File: src/rtl/mem_wb_stage.sv
// MEM/WB pipeline register with valid/ready handshake on both sides.
// Define MEMWB_SKID_EN to add a skid entry so in_ready depends only on the state register.
module mem_wb_stage #(
  parameter int WIDTH = 8,
  parameter int AW    = 4
) (
  input  logic             clk,
  input  logic             reset,
  input  logic             flush,
  input  logic             in_valid,
  output logic             in_ready,
  input  logic [WIDTH-1:0] alu_result,
  input  logic [WIDTH-1:0] read_data,
  input  logic             mem_to_reg,
  input  logic [AW-1:0]    rd,
  input  logic             reg_write,
  output logic             out_valid,
  input  logic             out_ready,
  output logic [WIDTH-1:0] wb_d0,
  output logic [WIDTH-1:0] wb_d1,
  output logic             wb_sel,
  output logic [AW-1:0]    wb_rd,
  output logic             wb_reg_write,
  output logic [1:0]       occupancy
);

  typedef struct packed {
    logic [WIDTH-1:0] alu;
    logic [WIDTH-1:0] rdata;
    logic             sel;
    logic [AW-1:0]    rd;
    logic             rw;
  } entry_t;

`ifdef MEMWB_SKID_EN
  typedef enum logic [1:0] {EMPTY = 2'd0, BUSY = 2'd1, FULL = 2'd2} state_t;
`else
  typedef enum logic [1:0] {EMPTY = 2'd0, BUSY = 2'd1} state_t;
`endif

  state_t state;
  entry_t in_entry;
  entry_t main_p0;
`ifdef MEMWB_SKID_EN
  entry_t skid_p0;
`endif
  logic   in_fire;
  logic   out_fire;

  assign in_entry  = {alu_result, read_data, mem_to_reg, rd, reg_write};
  assign out_valid = (state != EMPTY);
`ifdef MEMWB_SKID_EN
  assign in_ready  = (state != FULL);
`else
  assign in_ready  = !out_valid | out_ready;
`endif
  assign in_fire   = in_valid & in_ready;
  assign out_fire  = out_valid & out_ready;

  // Stage boundary: head (main) and skid registers; flush discards any same-cycle input.
  always_ff @(posedge clk or negedge reset) begin
    if (!reset) begin
      state   <= EMPTY;
      main_p0 <= '0;
`ifdef MEMWB_SKID_EN
      skid_p0 <= '0;
`endif
    end else if (flush) begin
      state <= EMPTY;
    end else begin
      case (state)
        EMPTY: begin
          if (in_fire) begin
            main_p0 <= in_entry;
            state   <= BUSY;
          end
        end
        BUSY: begin
          if (in_fire && out_fire) begin
            main_p0 <= in_entry;
`ifdef MEMWB_SKID_EN
          end else if (in_fire) begin
            skid_p0 <= in_entry;
            state   <= FULL;
`endif
          end else if (out_fire) begin
            state <= EMPTY;
          end
        end
`ifdef MEMWB_SKID_EN
        FULL: begin
          if (out_ready) begin
            main_p0 <= skid_p0;
            state   <= BUSY;
          end
        end
`endif
        default: state <= EMPTY;
      endcase
    end
  end

  assign wb_d0        = main_p0.alu;
  assign wb_d1        = main_p0.rdata;
  assign wb_sel       = main_p0.sel;
  assign wb_rd        = main_p0.rd;
  assign wb_reg_write = main_p0.rw & out_valid;

  always_comb begin
    occupancy = 2'd0;
    case (state)
      EMPTY:   occupancy = 2'd0;
      BUSY:    occupancy = 2'd1;
`ifdef MEMWB_SKID_EN
      FULL:    occupancy = 2'd2;
`endif
      default: occupancy = 2'd0;
    endcase
  end

endmodule

File: config.mk
export PLATFORM = sky130hd
export DESIGN_NAME = mem_wb_stage
export DESIGN_NICKNAME = d
export VERILOG_FILES = /design/src/rtl/mem_wb_stage.sv
export SDC_FILE = /design/constraint.sdc
export NUM_CORES = 1
export LEC_CHECK = 0
export CAP_MARGIN = 20
export CORE_MARGIN = 5
export CORE_UTILIZATION = 42
export DETAILED_ROUTE_END_ITERATION = 10
export HOLD_SLACK_MARGIN = 0.05
export PLACE_DENSITY = 0.83
export SETUP_SLACK_MARGIN = 0.2
export SLEW_MARGIN = 20
export SYNTH_ARGS = -nofsm -noshare
export SYNTH_HDL_FRONTEND = slang
export SYNTH_SLANG_ARGS = --single-unit
File: constraint.sdc
create_clock -name clk -period 2.6 [get_ports clk]
set_input_delay 0.52 -clock clk [delete_from_list [all_inputs] [get_ports clk]]
set_output_delay 0.52 -clock clk [all_outputs]
set_load 0.01 [all_outputs]
==> out/qor.yml, run 1 <==
run_status: "finished, final reports clean"
cts_buffers: 3
routedWlPerCell_um: 13.33
setup_violations: 0
hold_class: "reg -> reg"
fin_crit_sh: 0.8370
powerDensity_mw_per_mm2: 594.1
grt_overflow: 0
htreeDepth: 1
via_per_inst: 4.629
drv_slew: 0
num-nets-final: 138
dieArea_mm2: 0.003642
clk_latency_ns: 0.29
cts_hold_buffers: 0
layout-area-overhead-vs-synth_pct: 38.43
drv_cap: 0
vdd_drop_max_uv: 331.5
tns_ns: 0
syn_area_mm2: 0.001065
critPathMaxFanout: 3
fmax_ghz: 0.4595
gp_congestion: 0.6225
drtIter0Drc: 6
drive_gt1_frac: 0.2636
hold_violations: 0
grt_use_total: 0.1136
route.detailed.drc: 0
dp_hpwl_um: 1551
power_mw: 0.8756
end_kind: "output port"
start_util: 0.4337
numClockSinks: 23
p_leak_nw: 0.6049
num_io_pins: 53
crit_type: "in -> out"
die_w_um: 60.35
synth_top_family_by_area: "multiplexers"
synth_fa_ha_area_frac: 0
syn_inst: 76
min_period_ns: 2.176
synthXorXnorAreaFrac: 0
final_antenna_net_count: 0
synth-warning-count: 0
grt_pass1_vias: 741
synth_compound_gate_area_share: 0
diodes: 0
drtPass1Iterations: 2
fp.dieH_um: 60.35
cts_resized: 0
synth_cell_types: 11
antenna_found_initial: 0
worstSetupStartpointType: "input port"
grt_setup_unrepaired: "false"
fill_cells: 203
arrival_ns: 1.66
num_vias: 648
syn_nets: 103
floorplan.rows: 18
tritoncts: "built"
port_buffers: 51
clk_path_buf_depth: 2
synth-seq-cells: 23
yosys.area_share.simple: 0.04348
grt_max_degree: 24
yosys-mux-area-fraction: 0.2327
cts_root_buf: "clkbuf_4"
coreArea_mm2: 0.002455
cts_setup_buffers: 0
pre_cts_slack_ns: 0.4156
avgSynthCellArea_um2: 14.01
grt_pass1_wl_um: 3174
worstPathRequired_ns: 2.08
fin_ws_ns: 0.4239
skew_ns: 0.004170
clk_pin_slew_ns: 0.11
ys_seq_area_frac: 0.5405
routed_wirelength_um: 1866
## logic make-up after synthesis
| group | after synthesis |
|---|---|
| buf+inv | 25 |
| mux | 22 |
| other cells | 1 |
| simple gates | 5 |
| flops | 23 |
## cells in the mapped netlist
cell / n / area share
mux2_2: 21 / 0.22
buf_6: 2 / 0.021
buf_4: 22 / 0.16
conb_1: 1 / 0.0035
dfrtp_1: 23 / 0.54
nor2b_4: 1 / 0.013
and2_1: 1 / 0.0059
mux2_1: 1 / 0.011
nor3b_4: 1 / 0.018
nor2_1: 2 / 0.0071
inv_1: 1 / 0.0035
## stage by stage
step,hold WS [ns],cell area [µm²],cells,utilization
after floorplan,0.2244,1065,76,-
after global placement,0.4681,1448,136,0.5897
after detailed placement,0.4847,1448,136,0.5897
after CTS,0.5132,1474,140,0.6004
after global routing,0.5404,1474,140,0.6004
final,0.5031,1474,140,0.6004
## final cells by class
class,instances,area (µm²),area share
clock buffer,4,26.28,0.01783
inverter,1,3.754,0.002547
multi-input combinational,28,297.8,0.2020
sequential,23,575.6,0.3905
tap,30,37.54,0.02547
timing repair buffer,54,533.0,0.3616
## layer usage
metal | part of all wire | routed length [µm] | vias up | global-route usage
met5 | 0 | 0 | - | 0
met4 | 0 | 0 | 0 | 0.009494
met3 | 0.11 | 204 | 0 | 0.03617
met2 | 0.53 | 984 | 31 | 0.2114
met1 | 0.36 | 677 | 321 | 0.1323
li1 | - | - | 296 | -
## worst max-delay path, cell delays in order
cell and delay [ns]:
clkdlybuf4s50_1 0.50, nor2b_4 0.06, inv_1 0.05, clkdlybuf4s50_1 0.53
## sequential cells by signal, indices dropped and copies added, names as in the netlist
signal   cells
main_p0      1
state        1
wb_rd        4
wb_d0        8
wb_d1        8
wb_sel       1
## where the power goes
group          leakage, nW  total (mW)  internal [mW]  switching, mW
clock               0.0150       0.154         0.0596         0.0948
combinational        0.318       0.276          0.186         0.0895
sequential           0.271       0.446          0.417         0.0290
## final timing paths
path | start | end | slack (ns) | cells past startpoint
max in group asynchronous | reset | wb_rd[1]$_DFFE_PN0P_ | 1.81 | 2
min reg2reg | wb_d0[7]$_DFFE_PN0P_ | wb_d0[7]$_DFFE_PN0P_ | 0.50 | 1
max | out_ready | in_ready | 0.42 | 4
min | wb_d0[7]$_DFFE_PN0P_ | wb_d0[7]$_DFFE_PN0P_ | 0.50 | 1
max reg2reg | state[0]$_DFFE_PN0P_ | wb_d1[6]$_DFFE_PN0P_ | 1.16 | 4
min in group asynchronous | reset | main_p0[0]$_DFFE_PN0P_ | 0.56 | 2
## placed cells by master (no fill, tap or decap)
cell | netlist | routed
and2_1 | 1 | 1
buf_4 | 22 | 3
clkbuf_1 | 0 | 1
clkbuf_4 | 0 | 3
clkdlybuf4s50_1 | 0 | 51
conb_1 | 1 | 1
dfrtp_1 | 23 | 23
inv_1 | 1 | 1
mux2_1 | 1 | 1
mux2_2 | 21 | 21
nor2_1 | 2 | 2
nor2b_4 | 1 | 1
nor3b_4 | 1 | 1
(Power assumes the default switching activity.)
==> inputs of run 2 (changes only) <==
CORE_UTILIZATION = 39   (was 42)
PLACE_DENSITY = 0.78   (was 0.83)
clock period = 2.1 ns   (was 2.6 ns; I/O delays follow)
==> out/qor.yml, run 2 (synthesis gave the netlist of run 1 again) <==
clk_path_buf_depth: 2  # unchanged
setup_violations: 0  # unchanged
layout_commonest_cell: "clkdlybuf4s50_1"
antenna_found_initial: 0  # unchanged
hold_class: "in -> async"
skew_ns: 0.001136  # -0.003035 ns
powerDensity_mw_per_mm2: 742.4  # +25%
critPathBufInv: 1  # -2
critPathMaxFanout: 4  # +1
drv_cap: 0  # unchanged
grt_use_total: 0.1108  # -0.002810
num-nets-final: 138  # unchanged
tns_ns: 0  # unchanged
start_util: 0.3964  # -0.03737
arrival_ns: 1.39  # -0.27 ns
gp_congestion: 0.6058  # -2.7%
grt_overflow: 0  # unchanged
seqCellArea_um2: 575.6  # unchanged
drtIter0Drc: 2  # -4
fill_cells: 245  # +21%
cts_hold_buffers: 0  # unchanged
final_antenna_net_count: 0  # unchanged
num_io_pins: 53  # unchanged
end_kind: "output port"
floorplan.rows: 19  # +1
final_cell_area_mm2: 0.001474  # unchanged
port_buffers: 51  # unchanged
critical-path-top-delay-family: "buffers and inverters"
worstPathRequired_ns: 1.68  # -0.40 ns
drtPass1Iterations: 2  # unchanged
cts_root_buf: "clkbuf_4"
fp.dieH_um: 62.25  # +3.1%
cts_setup_buffers: 0  # unchanged
crit_type: "reg -> out"
p_leak_nw: 0.6037  # -0.19%
vdd_drop_max_uv: 418.6  # +26%
crit_path_cell_trace: "and2_1, clkdlybuf4s50_1"
clk_latency_ns: 0.30  # about the same
fin_crit_sh: 0.8600
min_period_ns: 1.806
route.detailed.drc: 0  # unchanged
routed_wirelength_um: 2028  # +8.7%
grt_max_degree: 24  # unchanged
drive_gt1_frac: 0.2636  # unchanged
multi_input_area_um2: 297.8  # unchanged
run_status: "finished, final reports clean"
via_per_inst: 4.582  # -1.0%
worstSetupStartpointType: "register"
cts_buffers: 3  # unchanged
power_mw: 1.094  # +25%
grt_pass1_wl_um: 3505  # +10%
layout-area-overhead-vs-synth_pct: 38.43  # unchanged
coreArea_mm2: 0.002686  # +9.4%
clk_pin_slew_ns: 0.12  # about the same
drv_slew: 0  # unchanged
dieArea_mm2: 0.003875  # +6.4%
hold_violations: 0  # unchanged
die_w_um: 62.25  # +3.1%
final_cell_mix: "50 x clkdlybuf4s50_1, 23 x dfrtp_1, 21 x mux2_2"
routedWlPerCell_um: 14.38  # +7.9%
dp_hpwl_um: 1640  # +5.7%
grt_setup_unrepaired: "false"
htreeDepth: 1  # unchanged
fmax_ghz: 0.5537
slowest_stage: "clkdlybuf4s50_1"
grt_pass1_vias: 790  # +6.6%
crit_path_max_incr_delay_ns: 0.55  # +0.02 ns
tritoncts: "built"
numClockSinks: 23  # unchanged
num_vias: 646  # -0.31%
place_area_mm2: 0.001449  # about the same
diodes: 0  # unchanged
-- run 2: cell types whose count changed in the layout (fill, tap and decap cells not counted), sizes merged --
cell / previous run / this run
dlygate4sd2: 0 / 1
clkdlybuf4s50: 51 / 50
-- run 2: path summary, 6_finish.rpt --
kind                                       from              endpoint  slack, ns  cells past startpoint
min in group clk           wb_d1[1]$_DFFE_PN0P_  wb_d1[1]$_DFFE_PN0P_       0.52                      1
max in group asynchronous                 reset  wb_rd[1]$_DFFE_PN0P_       1.42                      2
hold / removal                            reset  wb_d1[4]$_DFFE_PN0P_       0.45                      2
hold reg to reg            wb_d1[1]$_DFFE_PN0P_  wb_d1[1]$_DFFE_PN0P_       0.52                      1
setup / recovery           state[0]$_DFFE_PN0P_          wb_reg_write       0.29                      2
setup reg to reg           state[0]$_DFFE_PN0P_  wb_d1[3]$_DFFE_PN0P_       0.62                      4
-- run 2: report_power, final --
group	internal, mW	switching [mW]	leakage, nW	total (mW)
logic	0.230	0.114	0.317	0.344
clock network	0.0739	0.126	0.0150	0.200
registers	0.516	0.0351	0.271	0.551
-- run 2: repair_timing --
item / 4_1_cts / 5_1_grt
endpoints found under the setup margin: 1 / 0
gates resized for setup: 1 / 0
hold endpoints to repair: 0 / 0
-- run 2: metal layers --
metal / share of wire / up-vias / routed length (µm) / GRT usage
li1: - / 295 / - / -
met1: 0.36 / 314 / 740 / 0.1139
met2: 0.51 / 35 / 1026 / 0.1891
met3: 0.12 / 2 / 249 / 0.05946
met4: 0.0054 / 0 / 11 / 0.03979
met5: 0 / - / 0 / 0
-- run 2: area by class of cell --
| cell class | instances | share of cell area |
|---|---|---|
| sequential | 23 | 0.3905 |
| timing repair buffer | 54 | 0.3608 |
| multi-input combinational | 28 | 0.2020 |
| tap | 31 | 0.02632 |
| clock buffer | 4 | 0.01783 |
| inverter | 1 | 0.002547 |
-- run 2: through the flow --
| stage | util | setup slack [ns] | hold slack [ns] | cells |
|---|---|---|---|---|
| after floorplan | - | 0.6692 | 0.1244 | 76 |
| after global routing | 0.5487 | 0.2037 | 0.4584 | 141 |
| after CTS | 0.5487 | 0.2640 | 0.4480 | 141 |
| after detailed placement | 0.5394 | 0.1182 | 0.4944 | 137 |
| after global placement | 0.5394 | 0.1290 | 0.4657 | 137 |
| final | 0.5487 | 0.2940 | 0.4523 | 141 |
-- run 2: worst reg2reg max path: stages, from the launching register on --
cell	delay [ns]
dfrtp_1	0.42
nor2b_4	0.15
nor3b_4	0.19
buf_4	0.25
mux2_2	0.37
==> inputs of run 3 (changes only) <==
CTS_BUF_LIST = sky130_fd_sc_hd__clkbuf_16   (was unset)
PLACE_DENSITY = 0.88   (was 0.78)
TNS_END_PERCENT = 5   (was unset)
==> out/qor.yml, run 3 (synthesis gave the netlist of run 1 again) <==
layout_commonest_cell: "clkdlybuf4s50_1"
dp_hpwl_um: 1624  # -0.98%
antenna_found_initial: 0  # unchanged
cts_root_buf: "clkbuf_16"
grt_pass1_vias: 691  # -13%
grt_pass1_wl_um: 3677  # +4.9%
via_per_inst: 4.393  # -4.1%
clk_latency_ns: 0.25  # -0.05 ns
coreArea_mm2: 0.002686  # unchanged
power.internal_mw: 1.002  # +22%
final_antenna_net_count: 0  # unchanged
p_clk_frac: 0.302  # +0.120
hold_end: "wb_d0[7]$_DFFE_PN0P_"
diodes: 0  # unchanged
num_vias: 615  # -4.8%
final_cell_mix: "50 x clkdlybuf4s50_1, 23 x dfrtp_1, 21 x mux2_2"
vdd_drop_max_uv: 475.8  # +14%
powerDensity_mw_per_mm2: 839.7  # +13%
arrival_ns: 1.37  # -0.02 ns
htreeDepth: 1  # unchanged
fp.dieH_um: 62.25  # unchanged
gp_congestion: 0.6859  # +13%
min_period_ns: 1.788  # -0.01791 ns
end_kind: "output port"
drv_cap: 0  # unchanged
switching_power_mw: 0.2841  # +3.5%
routed_wirelength_um: 2054  # +1.3%
cts_setup_buffers: 0  # unchanged
worstHoldPathCells: 1
fin_crit_sh: 0.8515  # -0.008529
hold_class: "reg -> reg"
switching_share: 0.2209  # -0.03005
clk_path_buf_depth: 2  # unchanged
worstPathRequired_ns: 1.68  # about the same
fill_cells: 202  # -18%
grt_setup_unrepaired: "false"
routedWlPerCell_um: 14.67  # +2.0%
grt_overflow: 0  # unchanged
tritoncts: "built"
drtPass1Iterations: 4  # +2
clk_pin_slew_ns: 0.05  # -0.07 ns
die_w_um: 62.25  # unchanged
worstSetupStartpointType: "input port"
drive_gt1_frac: 0.2569  # -0.006756
r2r-end: "wb_d1[4]$_DFFE_PN0P_"
run_status: "finished, final reports clean"
setup_violations: 0  # unchanged
drtIter0Drc: 18  # +16
grt_use_total: 0.1179  # +0.007138
layout-area-overhead-vs-synth_pct: 43.83
start_util: 0.3964  # unchanged
crit_type: "in -> out"
r2r_cells: 4  # unchanged
hold_violations: 0  # unchanged
cts_hold_buffers: 0  # unchanged
num_io_pins: 53  # unchanged
route.detailed.drc: 0  # unchanged
fmax_ghz: 0.5592  # +1.0%
numClockSinks: 23  # unchanged
pwr-share-seq: 0.430  # -0.073
cts_resized: 1  # unchanged
tns_ns: 0  # unchanged
final_core_util: 0.5701  # +0.02143
floorplan.rows: 19  # unchanged
crit_path_max_incr_delay_ns: 0.45  # -0.10 ns
power_mw: 1.286  # +18%
grt_max_degree: 24  # unchanged
critPathMaxFanout: 3  # -1
num-nets-final: 137  # -0.72%
rrSetupSlack_ns: 0.65  # +0.03 ns
timing.rr.start: "state[0]$_DFFE_PN0P_"
crit_path_cell_trace: "clkdlybuf4s50_1, nor2b_4, inv_1, dlygate4sd2_1"
power.share.combinational: 0.268  # -0.046
holdCritStartpoint: "wb_d0[7]$_DFFE_PN0P_"
slowest_stage: "clkdlybuf4s50_1"
port_buffers: 51  # unchanged
p_leak_nw: 0.6294  # +4.2%
cts_buffers: 3  # unchanged
drv_slew: 0  # unchanged
skew_ns: 0.0007156  # -0.0004201 ns
dieArea_mm2: 0.003875  # unchanged
[run 3: cell types whose count changed in the layout (fill, tap and decap cells not counted), sizes merged]
cell    delta
buf        -1
clkbuf     -1
inv        +1
[run 3: per-layer routing]
metal,vias to the layer above,share of wire,track usage
met1,287,0.39,0.1391
met4,0,0.0058,0.03979
met2,32,0.50,0.1891
li1,294,-,-
met3,2,0.11,0.05405
met5,-,0,0
[run 3: through the flow]
stage	instances	hold slack, ns	area, µm²	worst slack, ns
6_report	140	0.5026	1531	0.3119
3_3_place_gp	136	0.4705	1454	0.1300
5_1_grt	140	0.5232	1531	0.2514
3_5_place_dp	136	0.4962	1454	0.09493
2_1_floorplan	76	0.1244	1065	0.6692
4_1_cts	140	0.5095	1531	0.3040
[run 3: worst max-delay path by stage]
stage | start | end | slack [ns] | depth (start not counted)
floorplan | state[0]$_DFFE_PN0P_ | wb_d0[5]$_DFFE_PN0P_ | 0.67 | 4
global placement | out_ready | in_ready | 0.13 | 4
detailed placement | out_ready | in_ready | 0.09 | 4
CTS | out_ready | in_ready | 0.30 | 4
global route | out_ready | in_ready | 0.25 | 4
finish | out_ready | in_ready | 0.31 | 4
[run 3: area by class of cell]
| type | count | area, µm² | area share |
|---|---|---|---|
| clock inverter | 1 | 3.754 | 0.002451 |
| clock buffer | 3 | 75.07 | 0.04902 |
| inverter | 1 | 3.754 | 0.002451 |
| timing repair buffer | 53 | 536.8 | 0.3505 |
| tap | 31 | 38.79 | 0.02533 |
| multi-input combinational | 28 | 297.8 | 0.1944 |
| sequential | 23 | 575.6 | 0.3758 |
[run 3: worst max-delay path, delay by kind of cell]
family | cells | cell delay (ns)
buffers and inverters | 3 | 0.78
AND/OR/NAND/NOR | 1 | 0.17
[run 3: power groups by stage]
stage                     clock network [mW]  registers, mW  logic (mW)
after global placement                     0          0.557       0.342
final                                  0.389          0.552       0.345
after detailed placement                   0          0.562       0.351
after floorplan                            0          0.554       0.223
after CTS                              0.406          0.554       0.352
after global routing                   0.428          0.565       0.371
